### src/rtl/run_detector_sequencer.sv
// Feeds a parallel word MSB-first into the shared 4-in-a-row run detector
// and collects hit count and first hit position from its z output.
module run_detector_sequencer #(
   parameter int WIDTH    = 16,
   parameter int TICK_DIV = 1,
   parameter int CNT_W    = 5
) (
   input  logic             clk,
   input  logic             aclr,
   input  logic             start,
   input  logic [WIDTH-1:0] data_in,
   input  logic             det_z,
   output logic             det_w,
   output logic             det_step,
   output logic             det_clr,
   output logic             busy,
   output logic             done,
   output logic [CNT_W-1:0] hit_count,
   output logic [CNT_W-1:0] first_hit,
   output logic             first_valid
);

   // state  | meaning
   // IDLE   | waiting for start edge, nothing loaded yet
   // CLEAR  | one-cycle detector clear
   // SHIFT  | present MSB on det_w, step on last tick
   // SAMPLE | read det_z, shift word, advance bit index
   // DONE   | results held until next start edge

   localparam int TDIV   = (TICK_DIV < 1) ? 1 : TICK_DIV;
   localparam int TICK_W = (TDIV > 1) ? $clog2(TDIV) : 1;
   localparam logic [TICK_W-1:0] TICK_LAST = TICK_W'(TDIV - 1);
   localparam logic [CNT_W-1:0]  IDX_LAST  = CNT_W'(WIDTH - 1);
   localparam logic [CNT_W-1:0]  CNT_MAX   = '1;

   typedef enum logic [2:0] {
      S_IDLE,
      S_CLEAR,
      S_SHIFT,
      S_SAMPLE,
      S_DONE
   } state_t;

   state_t            state_q, state_d;
   logic [WIDTH-1:0]  shift_q, shift_d;
   logic              start_q, start_d;
   logic              arm_q, arm_d;
   logic [TICK_W-1:0] tick_q, tick_d;
   logic [CNT_W-1:0]  idx_q, idx_d;
   logic [CNT_W-1:0]  hit_q, hit_d;
   logic [CNT_W-1:0]  first_q, first_d;
   logic              fvalid_q, fvalid_d;
   logic              start_edge;

   always_ff @(posedge clk or negedge aclr) begin
      if (!aclr) begin
         state_q  <= S_IDLE;
         shift_q  <= '0;
         start_q  <= 1'b0;
         arm_q    <= 1'b0;
         tick_q   <= '0;
         idx_q    <= '0;
         hit_q    <= '0;
         first_q  <= '0;
         fvalid_q <= 1'b0;
      end else begin
         state_q  <= state_d;
         shift_q  <= shift_d;
         start_q  <= start_d;
         arm_q    <= arm_d;
         tick_q   <= tick_d;
         idx_q    <= idx_d;
         hit_q    <= hit_d;
         first_q  <= first_d;
         fvalid_q <= fvalid_d;
      end
   end

   always_comb begin
      state_d  = state_q;
      shift_d  = shift_q;
      start_d  = start;
      // a start held through reset must be released before it can count
      arm_d    = arm_q | ~start;
      tick_d   = tick_q;
      idx_d    = idx_q;
      hit_d    = hit_q;
      first_d  = first_q;
      fvalid_d = fvalid_q;
      det_w    = 1'b0;
      det_step = 1'b0;
      det_clr  = 1'b0;
      busy     = 1'b0;
      done     = 1'b0;
      start_edge = start & ~start_q & arm_q;

      case (state_q)
         S_IDLE, S_DONE: begin
            done = (state_q == S_DONE);
            if (start_edge) begin
               shift_d  = data_in;
               hit_d    = '0;
               first_d  = '0;
               fvalid_d = 1'b0;
               idx_d    = '0;
               state_d  = S_CLEAR;
            end
         end
         S_CLEAR: begin
            busy    = 1'b1;
            det_clr = 1'b1;
            tick_d  = '0;
            state_d = S_SHIFT;
         end
         S_SHIFT: begin
            busy  = 1'b1;
            det_w = shift_q[WIDTH-1];
            if (tick_q == TICK_LAST) begin
               det_step = 1'b1;
               state_d  = S_SAMPLE;
            end else begin
               tick_d = tick_q + TICK_W'(1);
            end
         end
         S_SAMPLE: begin
            busy = 1'b1;
            if (det_z) begin
               if (hit_q != CNT_MAX) hit_d = hit_q + CNT_W'(1);
               if (!fvalid_q) begin
                  first_d  = idx_q;
                  fvalid_d = 1'b1;
               end
            end
            shift_d = {shift_q[WIDTH-2:0], 1'b0};
            if (idx_q == IDX_LAST) begin
               state_d = S_DONE;
            end else begin
               idx_d   = idx_q + CNT_W'(1);
               tick_d  = '0;
               state_d = S_SHIFT;
            end
         end
         default: state_d = S_IDLE;
      endcase
   end

   assign hit_count   = hit_q;
   assign first_hit   = first_q;
   assign first_valid = fvalid_q;

endmodule

### config.mk
export PLATFORM = sky130hd
export DESIGN_NAME = run_detector_sequencer
export DESIGN_NICKNAME = d
export VERILOG_FILES = /design/src/rtl/run_detector_sequencer.sv
export SDC_FILE = /design/constraint.sdc
export NUM_CORES = 1
export LEC_CHECK = 0
export CORE_ASPECT_RATIO = 0.5
export CORE_MARGIN = 2
export CORE_UTILIZATION = 35
export CTS_CLUSTER_DIAMETER = 100
export DETAILED_ROUTE_END_ITERATION = 7
export GPL_ROUTABILITY_DRIVEN = 0
export PLACE_DENSITY_LB_ADDON = 0.05
export SLEW_MARGIN = 10
export SYNTH_ARGS = -nofsm -noshare
export SYNTH_HDL_FRONTEND = slang
export SYNTH_SLANG_ARGS = --single-unit
### constraint.sdc
create_clock -name clk -period 2.45 [get_ports clk]
set_input_delay 0.49 -clock clk [delete_from_list [all_inputs] [get_ports clk]]
set_output_delay 0.49 -clock clk [all_outputs]
set_load 0.03 [all_outputs]
==> flow_results.org, run 1 <==
** Status
- The run finished with clean final reports.

** Pwr
- Worst voltage drop across the vdd grid :: 0.000471 V
- Power density cells :: 1190 nW/µm²
- The analysis attributes to cell leakage a power of 0.000997 µW.

** Floorplan
- The die is 56.6 µm tall.
- Area of the core region :: 5400 µm²
- Once the floorplan was initialized, standard cells occupied 35.8% of the core.
- The die covers 6170 µm².
- From left edge to right edge, the die measures 109 µm.
- IO Pins :: 36
- Floorplan row count :: 19

** Setup path
- Data on the critical path arrives at its endpoint at 1.86 ns.
- Critical Path Start :: state_q[1]$_DFFE_PN0P_
- The worst setup path is launched from a flip-flop.
- Endpoint of the worst register-to-register path :: idx_q[0]$_DFFE_PN0P_
- The worst setup path is captured at an output port.
- Worst Path Class, Setup :: flip-flop to output port
- In this run the critical register-to-register path is launched from idx_q[0]$_DFFE_PN0P_.
- Cell depth of the worst flop-to-flop path :: 6
- Data required time at the worst endpoint :: 1.96 ns
- Following the worst setup path forward leads to its endpoint at det_w.
- CP Max Fanout :: 9
- Worst R2R Setup Slack :: 0.49 ns

** Synthesis
- Cell type with the largest total area after synthesis :: sky130_fd_sc_hd__dfrtp_1
- Number of register bits inferred by synthesis :: 37
- The commonest cells after synthesis are sky130_fd_sc_hd__dfrtp_1 (37), sky130_fd_sc_hd__o22a_1 (16), sky130_fd_sc_hd__a21boi_0 (14), sky130_fd_sc_hd__a31o_1 (14).
- Synthesized net count :: 194
- Yosys mapped the design onto 42 distinct sky130hd cell types.
- Yosys attributes the largest share of cell area to sky130_fd_sc_hd__dfrtp_1 (48%), sky130_fd_sc_hd__o22a_1 (7.2%), sky130_fd_sc_hd__a31o_1 (6.3%), sky130_fd_sc_hd__a21boi_0 (5.4%), sky130_fd_sc_hd__o2bb2ai_1 (2.7%).
- Post-synth top area share :: 47.9%
- Among all cell types in the netlist, the one instantiated most often is sky130_fd_sc_hd__dfrtp_1.
- Synthesis produced a netlist whose cell count is 170.
- The most used flip-flop cell after synthesis is sky130_fd_sc_hd__dfrtp_1.
- Counting flops with a built-in enable in the synthesized netlist gives 0.
- The mapped netlist covers 1930 µm².
- For this run, the number of Yosys warnings is 0.
- Mean Syn Cell Area :: 11.4 µm²
- The share of the Yosys chip area taken by registers is 47.9%.
- Async S/R FF share, synth :: 100%

** Drt
- After detailed routing, the total wire length is 4370 µm.
- Detail-routed net length per standard cell :: 15.8 µm
- The first routing iteration left 48 violations.
- # DRC :: 0
- Via/cell ratio :: 5.30
- Routed via count :: 1464
- The first detailed-routing pass ran for 5 iterations.
- In this run the remaining antenna-violating nets after routing total 0.

** Layout
- The area growth from synthesis to layout is 24.8%.
- The post-route netlist has 9.85% of its cells at a drive strength greater than 1.
- Number of fillers in the final layout :: 533
- Fin nets :: 226
- 0 antenna diodes ended up in the layout.

** Timing
- Fin. Hold Viols :: 0
- Min Clock Period, post-route :: 2.35 ns
- Final setup violating endpoints :: 0
- Setup_tns :: 0 ns
- Worst Tran Pin Value :: 0.771 ns
- Pins Over Slew Limit :: 0
- Measured against its own limit, the worst slew margin works out to 48.4%.
- Final setup skew :: 0.00785 ns
- The final critical path takes up 96.1% of the cycle.
- Setup repair after global routing left no endpoint under its margin.
- For this run, the top clock speed supported by timing is 425 MHz.
- Worst setup slack after layout :: 0.0954 ns

** Clocking
- Clock tree sinks :: 37
- No sink is reached through more buffers than the 2 on the longest clock path.
- Clock tree synthesis selected as its root buffer the cell sky130_fd_sc_hd__clkbuf_8.
- After clock tree synthesis, the clock-pin slew on the worst setup and hold paths is 0.08 ns.
- Total clock buffers created by CTS :: 5
- The number of setup buffers added after CTS is 0.
- TritonCTS built the clock tree.
- H-tree Lvls :: 2
- For the worst-skew pair, the clock arrives at the later sink with an insertion delay of 0.29 ns.
- The number of hold buffers added after CTS was 0.

** Global route
- Total Routing Usage GR :: 16.0%
- Sum of overflow across all layers after global routing :: 0
- Number of global-route vias before repair :: 1510
- Entering global routing, the biggest net connects 38 pins.
- Number of antenna violations at the first check in global routing :: 0
- The first global-routing pass estimated 7560 µm of wire.

** Worst hold path
- Hold Crit Class :: flip-flop to flip-flop

** Placement
- Once detailed placement completed, the half-perimeter wirelength came to 2870 µm.
- In this run the tool buffered the top-level ports with 35 buffer cells.
- OpenSTA, run right after detailed placement, puts the worst setup slack at 0.325 ns.

** Job
- Across the run, the number of max-cap violations was 0.
through the flow:
stage / hold slack [ns] / power, µW / utilization (%) / area [µm²] / cells
after floorplan: 0.194 / 2060 / - / 1930 / 170
after global placement: 0.468 / 2450 / 43.1 / 2320 / 268
after detailed placement: 0.470 / 2470 / 43.1 / 2320 / 268
after CTS: 0.489 / 2910 / 44.7 / 2410 / 276
after global routing: 0.524 / 3100 / 44.7 / 2410 / 276
final: 0.485 / 2870 / 44.7 / 2410 / 276
flip-flops by register name (all words and copies together) (netlist names):
signal	count
idx_q	5
state_q	3
arm_q	1
first_hit	5
shift_q	16
first_valid	1
start_q	1
hit_count	5
layer usage:
layer / track usage [%] / wire, µm / vias up
met1: 23.4 / 2290 / 714
met5: 0 / 0 / -
met4: 5.49 / 42 / 0
met2: 22.1 / 1870 / 27
met3: 4.88 / 158 / 7
li1: - / - / 716
final cells by class:
class / count / area (µm²) / area share (%)
Clock buffer: 6 / 72.6 / 3.01
Timing Repair Buffer: 40 / 388 / 16.1
Sequential cell: 37 / 926 / 38.4
Tap cell: 73 / 91.3 / 3.79
Multi-Input combinational cell: 116 / 917 / 38.0
Clock inverter: 2 / 10.0 / 0.415
Inverter: 2 / 7.51 / 0.311
repair_timing:
action / in CTS / in global routing
hold endpoints to repair: 0 / 0
resized for setup: 1 / 0
endpoints found under the setup margin: 1 / 0
worst max-delay path: stages (launching register included):
cell and delay (ns):
sky130_fd_sc_hd__dfrtp_1 0.50, sky130_fd_sc_hd__nor3b_2 0.27, sky130_fd_sc_hd__and2_1 0.15, sky130_fd_sc_hd__clkdlybuf4s50_1 0.66
cells by family after synthesis:
| family | after synthesis | share of synthesized area [%] |
|---|---|---|
| AND/OR/NAND/NOR | 34 | 11.5 |
| AO/OA/AOI/OAI | 71 | 29.5 |
| XOR/XNOR | 1 | 0.453 |
| adder cells (fa/ha/maj) | 4 | 2.59 |
| flip-flops | 37 | 47.9 |
| buffers and inverters | 17 | 4.92 |
| multiplexers | 6 | 3.17 |
layout by cell type, fill, tap and decap left out, types with 3 or more instances in the layout:
master	count
sky130_fd_sc_hd__mux2i_1	5
sky130_fd_sc_hd__a22o_1	3
sky130_fd_sc_hd__nor2_1	4
sky130_fd_sc_hd__o21ai_0	3
sky130_fd_sc_hd__nand2b_1	5
sky130_fd_sc_hd__and3_1	4
sky130_fd_sc_hd__dfrtp_1	37
sky130_fd_sc_hd__clkbuf_8	5
sky130_fd_sc_hd__buf_4	5
sky130_fd_sc_hd__clkdlybuf4s50_1	35
sky130_fd_sc_hd__ha_1	4
sky130_fd_sc_hd__a21oi_1	4
sky130_fd_sc_hd__a21boi_0	14
sky130_fd_sc_hd__a31o_1	14
sky130_fd_sc_hd__o2bb2ai_1	6
sky130_fd_sc_hd__o22a_1	16
sky130_fd_sc_hd__nand3_1	5
worst min-delay path by stage:
stage / startpoint / to / slack (ns) / depth (start not counted)
after floorplan: aclr / arm_q$_DFF_PN0_ / 0.19 / 0
after global placement: arm_q$_DFF_PN0_ / arm_q$_DFF_PN0_ / 0.47 / 1
after detailed placement: arm_q$_DFF_PN0_ / arm_q$_DFF_PN0_ / 0.47 / 1
after CTS: arm_q$_DFF_PN0_ / arm_q$_DFF_PN0_ / 0.49 / 1
after global routing: arm_q$_DFF_PN0_ / arm_q$_DFF_PN0_ / 0.52 / 1
final: arm_q$_DFF_PN0_ / arm_q$_DFF_PN0_ / 0.48 / 1
where the power goes:
group          internal (µW)  switching, µW  total [µW]
Sequential               842            202        1040
Clock                    197            224         421
Combinational            694            713        1410
Total                   1730           1140        2870
Note: power is estimated with default switching activity, not from simulation.
==> inputs of run 2 (changes only) <==
CORE_MARGIN = not set   (was 2)
==> flow_results.org, run 2 (synthesis gave the netlist of run 1 again) <==
** Status
- Run status :: completed

** Timing
- Setup repair after global routing left no endpoint under its margin.
- The actual slew at the worst max-slew pin came to 0.448 ns (-0.323 ns).
- The relative slew slack is 70.1% (+22 points).
- Min Clock Period, post-route :: 2.30 ns (-0.0505 ns)
- The count of pins over their slew limit came to 0 (unchanged).
- Final setup skew :: 0.00418 ns (-0.00367 ns)
- Timing-limited maximum frequency :: 434 MHz (+2.2%)
- The worst hold slack across all endpoints is 0.0906 ns (-0.394 ns).
- Final setup violating endpoints :: 0 (unchanged)
- The total negative slack for setup checks was 0 ns (unchanged).
- Fin. Hold Viols :: 0 (unchanged)
- Final worst-path cycle share :: 94.0% (-2.1 points)

** Floorplan
- The core outline area came to 5110 µm² (-5.3%).
- IO Pins :: 36 (unchanged)
- Die span in x :: 107 µm (-1.8%)
- Die height :: 54.6 µm (-3.5%)
- The count of standard-cell rows was 18 (-1).
- The initial core utilization was 37.8% (+2.0 points).
- The floorplan die area came to 5840 µm² (-5.3%).

** Drt
- Met1 wire length :: 2240 µm (-2.1%)
- Met3 routed wirelength :: 182 µm (+15%)
- The count of routing violations after the opening detailed-route iteration is 46 (-4.2%).
- The first-pass iteration count of the detailed router was 4 (-1).
- Met2 routed WL :: 1780 µm (-5.1%)
- The remaining design rule violation count is 0 (unchanged).
- Via/cell ratio :: 5.42 (+2.1%)
- Final wirelength :: 4240 µm (-2.9%)
- In this run the top signal layer used is met4.
- The mean routed wirelength per cell came to 15.5 µm (-2.2%).
- The overall via count from detail_route is 1484 (+1.4%).
- Antenna-violating nets left :: 0 (unchanged)

** Job
- Maximum capacitance violations :: 0 (unchanged)

** Clocking
- The clock input transition at the sequential cells of the worst setup and hold paths was 0.07 ns (about the same).
- The clock latency of the later-clocked register in the worst-skew pair is 0.28 ns (about the same).
- Clock tree from TritonCTS :: yes
- Number of hold buffers added after CTS :: 0 (unchanged)
- Total clock buffers created by CTS :: 5 (unchanged)
- H-tree Lvls :: 2 (unchanged)
- The number of sinks on the clock net was 37 (unchanged).
- The maximum number of buffers from clock root to sink was 2 (unchanged).
- Root cell of the clock tree :: sky130_fd_sc_hd__clkbuf_8

** Placement
- Cells after DPL :: 266 (-0.75%)
- Port Buf Inserts :: 35 (unchanged)
- The post-detailed-placement half-perimeter wirelength is 2870 µm (about the same).

** Pwr
- Clock network fraction of total power :: 18.1% (+3.4 points)
- The combinational group share of total power was 47.4% (-1.6 points).
- The cell leakage power was 0.00101 µW (+1.8%).
- The share of total power in sequential cells was 34.5% (-1.8 points).
- Power density cells :: 1230 nW/µm² (+3.5%)
- The maximum ir drop on the vdd rail came to 0.000442 V (-6.2%).
- The net switching fraction of the power came to 37.6% (-2.0 points).
- The internal power consumption was 1880 µW (+8.4%).
- The switching power total is 1130 µW (-0.42%).

** Layout
- Syn-to-layout area delta :: 26.5%
- Max reg flops :: 16 (unchanged)
- Largest register by flop count :: shift_q
- In the layout the commonest cells are sky130_fd_sc_hd__dfrtp_1 (36), sky130_fd_sc_hd__clkdlybuf4s50_1 (34), sky130_fd_sc_hd__o22a_1 (16).
- Antenna diode count :: 0 (unchanged)
- Fraction of final layout cells with drive strength greater than 1 :: 11.3% (+1.4 points)
- The number of nets at the end of the flow came to 227 (+0.44%).
- Leading cell type in the layout, fill and taps excluded :: sky130_fd_sc_hd__dfrtp_1
- The number of fill cells in the layout was 491 (-7.9%).
- Final Instance Count excl. Fillers :: 274 (-0.72%)
- Post-route core utilization :: 47.8% (+3.1 points)

** Worst hold path
- Hold Crit Class :: primary input to async pin

** Setup path
- CP Max Fanout :: 9 (unchanged)
- Endpoint type of the worst setup path :: output port
- Worst Setup Start Kind :: flip-flop
- Data required time at the worst endpoint :: 1.96 ns (about the same)
- Arrival time of data at the critical path endpoint :: 1.81 ns (-0.05 ns)
- Worst Path Class, Setup :: flip-flop to output port

** Global route
- The initial antenna violation count came to 0 (unchanged).
- The remaining global-route overflow came to 0 (unchanged).
- The largest net degree at the start of global routing is 35 (-7.9%).
- The overall track demand over capacity in global routing is 16.2% (+0.17 points).
- The via count of the first global-routing pass came to 1420 (-6.0%).
- Global-route wire length before repair :: 7020 µm (-7.2%)
==> run 2: area by class of cell <==
cell class | count | area (µm²) | share of cell area [%]
sequential | 37 | 927 | 37.9
multi-input combinational | 116 | 917 | 37.5
timing repair buffer | 41 | 390 | 16.0
tap | 70 | 87.6 | 3.58
clock buffer | 7 | 86.3 | 3.53
clock inverter | 1 | 30.0 | 1.23
inverter | 2 | 7.51 | 0.307
==> run 2: power by group through the flow <==
stage	Combinational (µW)	Sequential [µW]	Clock, µW
final	1430	1040	546
after floorplan	926	1130	0
after detailed placement	1440	1050	0
after global placement	1420	1040	0
after global routing	1560	1080	595
after CTS	1450	1040	566
==> run 2: final timing paths <==
| kind | from | to | slack [ns] | cells past startpoint |
|---|---|---|---|---|
| worst max register to register | idx_q[0]$_DFFE_PN0P_ | idx_q[0]$_DFFE_PN0P_ | 0.46 | 6 |
| min in group clk | arm_q$_DFF_PN0_ | arm_q$_DFF_PN0_ | 0.49 | 1 |
| max in group asynchronous | aclr | state_q[1]$_DFFE_PN0P_ | 1.71 | 2 |
| worst min register to register | arm_q$_DFF_PN0_ | arm_q$_DFF_PN0_ | 0.49 | 1 |
| worst max-delay path | state_q[0]$_DFFE_PN0P_ | det_w | 0.15 | 3 |
| worst min-delay path | aclr | first_hit[1]$_DFFE_PN0P_ | 0.09 | 1 |
==> run 2: layer usage <==
metal,GRT usage [%],up-vias
met5,0,-
met4,3.42,0
met3,4.29,5
met2,24.7,37
met1,23.0,722
li1,-,720
==> run 2: worst max-delay path, cell delays in order (launching register included) <==
cell                              delay, ns
sky130_fd_sc_hd__dfrtp_1               0.49
sky130_fd_sc_hd__nor3b_2               0.24
sky130_fd_sc_hd__and2_1                0.15
sky130_fd_sc_hd__clkdlybuf4s50_1       0.66
==> run 2: per-stage QoR <==
stage	cell area [µm²]	setup WS, ns	total power, µW
floorplan	1930	0.244	2060
global placement	2320	0.363	2460
detailed placement	2320	0.329	2490
CTS	2440	0.00445	3050
global route	2450	0.0386	3240
finish	2450	0.146	3010
==> run 2: what timing repair did <==
action / CTS / global route
endpoints found under the setup margin: 0 / 1
gates resized for setup: 0 / 2
buffers inserted: 0 / 0
==> inputs of run 3 (changes only) <==
--- a/config.mk
+++ b/config.mk
@@ -12,4 +12,5 @@
 export GPL_ROUTABILITY_DRIVEN = 0
 export PLACE_DENSITY_LB_ADDON = 0.05
+export RECOVER_POWER = 25
 export SLEW_MARGIN = 10
 export SYNTH_ARGS = -nofsm -noshare
==> constraint.sdc (replaced) <==
create_clock -name clk -period 2.45 [get_ports clk]
set_input_delay 0.49 -clock clk [delete_from_list [all_inputs] [get_ports clk]]
set_output_delay 0.49 -clock clk [all_outputs]
set_load 0.02 [all_outputs]
==> flow_results.org, run 3 (synthesis gave the netlist of run 1 again) <==
** Job
- The total of max-cap violations was 0 (unchanged).

** Drt
- Via/cell ratio :: 5.35 (-1.2%)
- Drt pass-1 iters :: 4 (unchanged)
- The remaining design rule violation count came to 0 (unchanged).
- The aggregate routed wire length is 4350 µm (+2.5%).
- The overall via count from detail_route came to 1471 (-0.88%).
- The mean routed wirelength per cell was 15.8 µm (+2.2%).
- Antenna-violating nets left :: 0 (unchanged)
- Iteration-0 DRC Markers :: 21 (-54%)

** Clocking
- The number of buffers added for setup after CTS is 0 (unchanged).
- Number of gates resized after CTS :: 0 (unchanged)
- Max Buffers Root-to-Sink :: 2 (unchanged)
- The tree is rooted in a sky130_fd_sc_hd__clkbuf_8.
- Worst-Skew Late Latency :: 0.29 ns (about the same)
- The number of sinks on the clock net is 37 (unchanged).
- The H-tree depth was 2 (unchanged).
- TritonCTS built the clock tree.
- Number of hold buffers added after CTS :: 0 (unchanged)
- The clock input transition at the sequential cells of the worst setup and hold paths came to 0.08 ns (about the same).
- Total clock buffers created by CTS :: 5 (unchanged)

** Timing
- Final worst-path cycle share :: 94.1% (about the same)
- The total count of hold-check failures in the final report was 0 (unchanged).
- Final setup violating endpoints :: 0 (unchanged)
- Setup_tns :: 0 ns (unchanged)
- The maximum operating frequency was 434 MHz (about the same).
- The relative slew slack was 45.8% (-24 points).
- Setup repair after global routing left no endpoint under its margin.
- The clock skew came to 0.00940 ns (+0.00522 ns).
- Pins Over Slew Limit :: 0 (unchanged)
- The actual slew at the worst max-slew pin was 0.814 ns (+0.365 ns).
- The time the final worst path needs with I/O delays and setup came to 2.30 ns (+0.000905 ns).

** Layout
- Final Instance Count excl. Fillers :: 275 (+0.36%)
- The number of nets at the end of the flow is 228 (+0.44%).
- Post-route design area :: 2450 µm² (+0.10%)
- Compared with the post-synthesis result, the final layout area differs by 26.7%.
- The number of fill cells in the layout is 483 (-1.6%).
- The number of diodes added for antenna fixing was 0 (unchanged).
- The library cells used most frequently in the layout, excluding fill and tap cells, are sky130_fd_sc_hd__dfrtp_1 (37), sky130_fd_sc_hd__clkdlybuf4s50_1 (33), sky130_fd_sc_hd__o22a_1 (16).
- The fraction of final layout cells with drive strength greater than 1 was 10.7% (-0.54 points).
- Leading cell type in the layout, fill and taps excluded :: sky130_fd_sc_hd__dfrtp_1
- The flip-flop count of the largest register, all copies and words added came to 16 (unchanged).
- Largest register by flop count :: shift_q

** Global route
- The overall track demand over capacity in global routing is 16.6% (+0.50 points).
- Maximum number of pins on one net before global-route repair :: 32 (-8.6%)
- Sum of overflow across all layers after global routing :: 0 (unchanged)
- The wire length of the first global-routing pass is 7160 µm (+2.0%).
- The via count of the first global-routing pass came to 1404 (-1.1%).
- Number of antenna violations at the first check in global routing :: 0 (unchanged)

** Pwr
- Power density cells :: 1210 nW/µm² (-2.0%)
- Static leakage power :: 0.00102 µW (+0.24%)
- Worst voltage drop across the vdd grid :: 0.000385 V (-13%)

** Placement
- The number of buffer cells added on primary ports came to 35 (unchanged).
- Cells after DPL :: 267 (+0.38%)
- DP Area :: 2330 µm² (+0.32%)
- The post-detailed-placement half-perimeter wirelength came to 2920 µm (+1.8%).

** Worst hold path
- The tightest min-delay check is of the primary input to async pin type.

** Status
- Run status :: completed

** Floorplan
- IO Pins :: 36 (unchanged)
- The die boundary height was 54.6 µm (unchanged).
- The die boundary width came to 107 µm (unchanged).
- Die ar. :: 5840 µm² (unchanged)
- Area of the core region :: 5110 µm² (unchanged)
- The initial core utilization came to 37.8% (unchanged).
- The count of standard-cell rows is 18 (unchanged).

** Setup path
- The data arrival time of the critical path is 1.81 ns (about the same).
- STA classifies the critical path endpoint as an output port.
- The highest fanout seen on the critical path came to 23 (+14).
- The startpoint identified for the worst register-to-register timing path is idx_q[0]$_DFFE_PN0P_.
- Worst R2R Setup Slack :: 0.46 ns (about the same)
- In this run the critical register-to-register path is captured at idx_q[0]$_DFFE_PN0P_.
- By startpoint and endpoint, the worst setup path is classified as flip-flop to output port.
- STA classifies the critical path startpoint as a flip-flop.
- Cell depth of the worst flop-to-flop path :: 6 (unchanged)
- Data required time at the worst endpoint :: 1.96 ns (about the same)
==> run 3: cell types whose count changed in the layout (fill, tap and decap cells not counted), sizes merged <==
| cell | previous run | this run |
|---|---|---|
| clkbuf | 8 | 9 |
| dlygate4sd3 | 0 | 1 |
| clkdlybuf4s50 | 34 | 33 |
==> run 3: critical path: stages, from the launching register on <==
cell and delay, ns:
sky130_fd_sc_hd__dfrtp_1 0.52, sky130_fd_sc_hd__nor2_4 0.07, sky130_fd_sc_hd__buf_4 0.21, sky130_fd_sc_hd__nor2_1 0.10, sky130_fd_sc_hd__clkdlybuf4s50_1 0.61
==> run 3: worst max-delay path by stage <==
| stage | startpoint | endpoint | slack (ns) |
|---|---|---|---|
| floorplan | state_q[0]$_DFFE_PN0P_ | det_w | 0.53 |
| global placement | state_q[1]$_DFFE_PN0P_ | det_w | 0.44 |
| detailed placement | state_q[1]$_DFFE_PN0P_ | det_w | 0.40 |
| CTS | state_q[1]$_DFFE_PN0P_ | det_w | 0.08 |
| global route | state_q[0]$_DFFE_PN0P_ | busy | 0.05 |
| finish | state_q[0]$_DFFE_PN0P_ | busy | 0.15 |
==> run 3: metrics by stage <==
stage	power [µW]	util, %	hold slack [ns]	setup slack (ns)
after global placement	2390	45.6	0.434	0.438
final	2960	47.9	0.258	0.145
after global routing	3170	47.9	0.315	0.0450
after floorplan	1980	-	0.194	0.535
after CTS	2980	47.9	0.108	0.0767
after detailed placement	2400	45.6	0.431	0.400
==> run 3: final cells by class <==
type | count | area [µm²] | share of cell area, %
clock buffers | 7 | 86.3 | 3.53
clock inverters | 1 | 30.0 | 1.23
repair buffers | 42 | 394 | 16.1
well taps | 70 | 87.6 | 3.58
inverters | 2 | 7.51 | 0.307
multi-input cells | 116 | 917 | 37.5
flip-flops and latches | 37 | 926 | 37.8
==> run 3: per-layer routing <==
layer  GRT usage [%]  vias up  routed length, µm
met5               0        -                  0
met4            5.48        0                 38
met3            4.40        4                198
met2            24.5       37               1770
met1            23.8      704               2340
li1                -      726                  -
==> run 3: power by group <==
part | leakage [µW] | internal (µW) | switching, µW
sequential | 0.000428 | 841 | 199
combinational | 0.000531 | 705 | 646
clock | 0.0000585 | 332 | 232
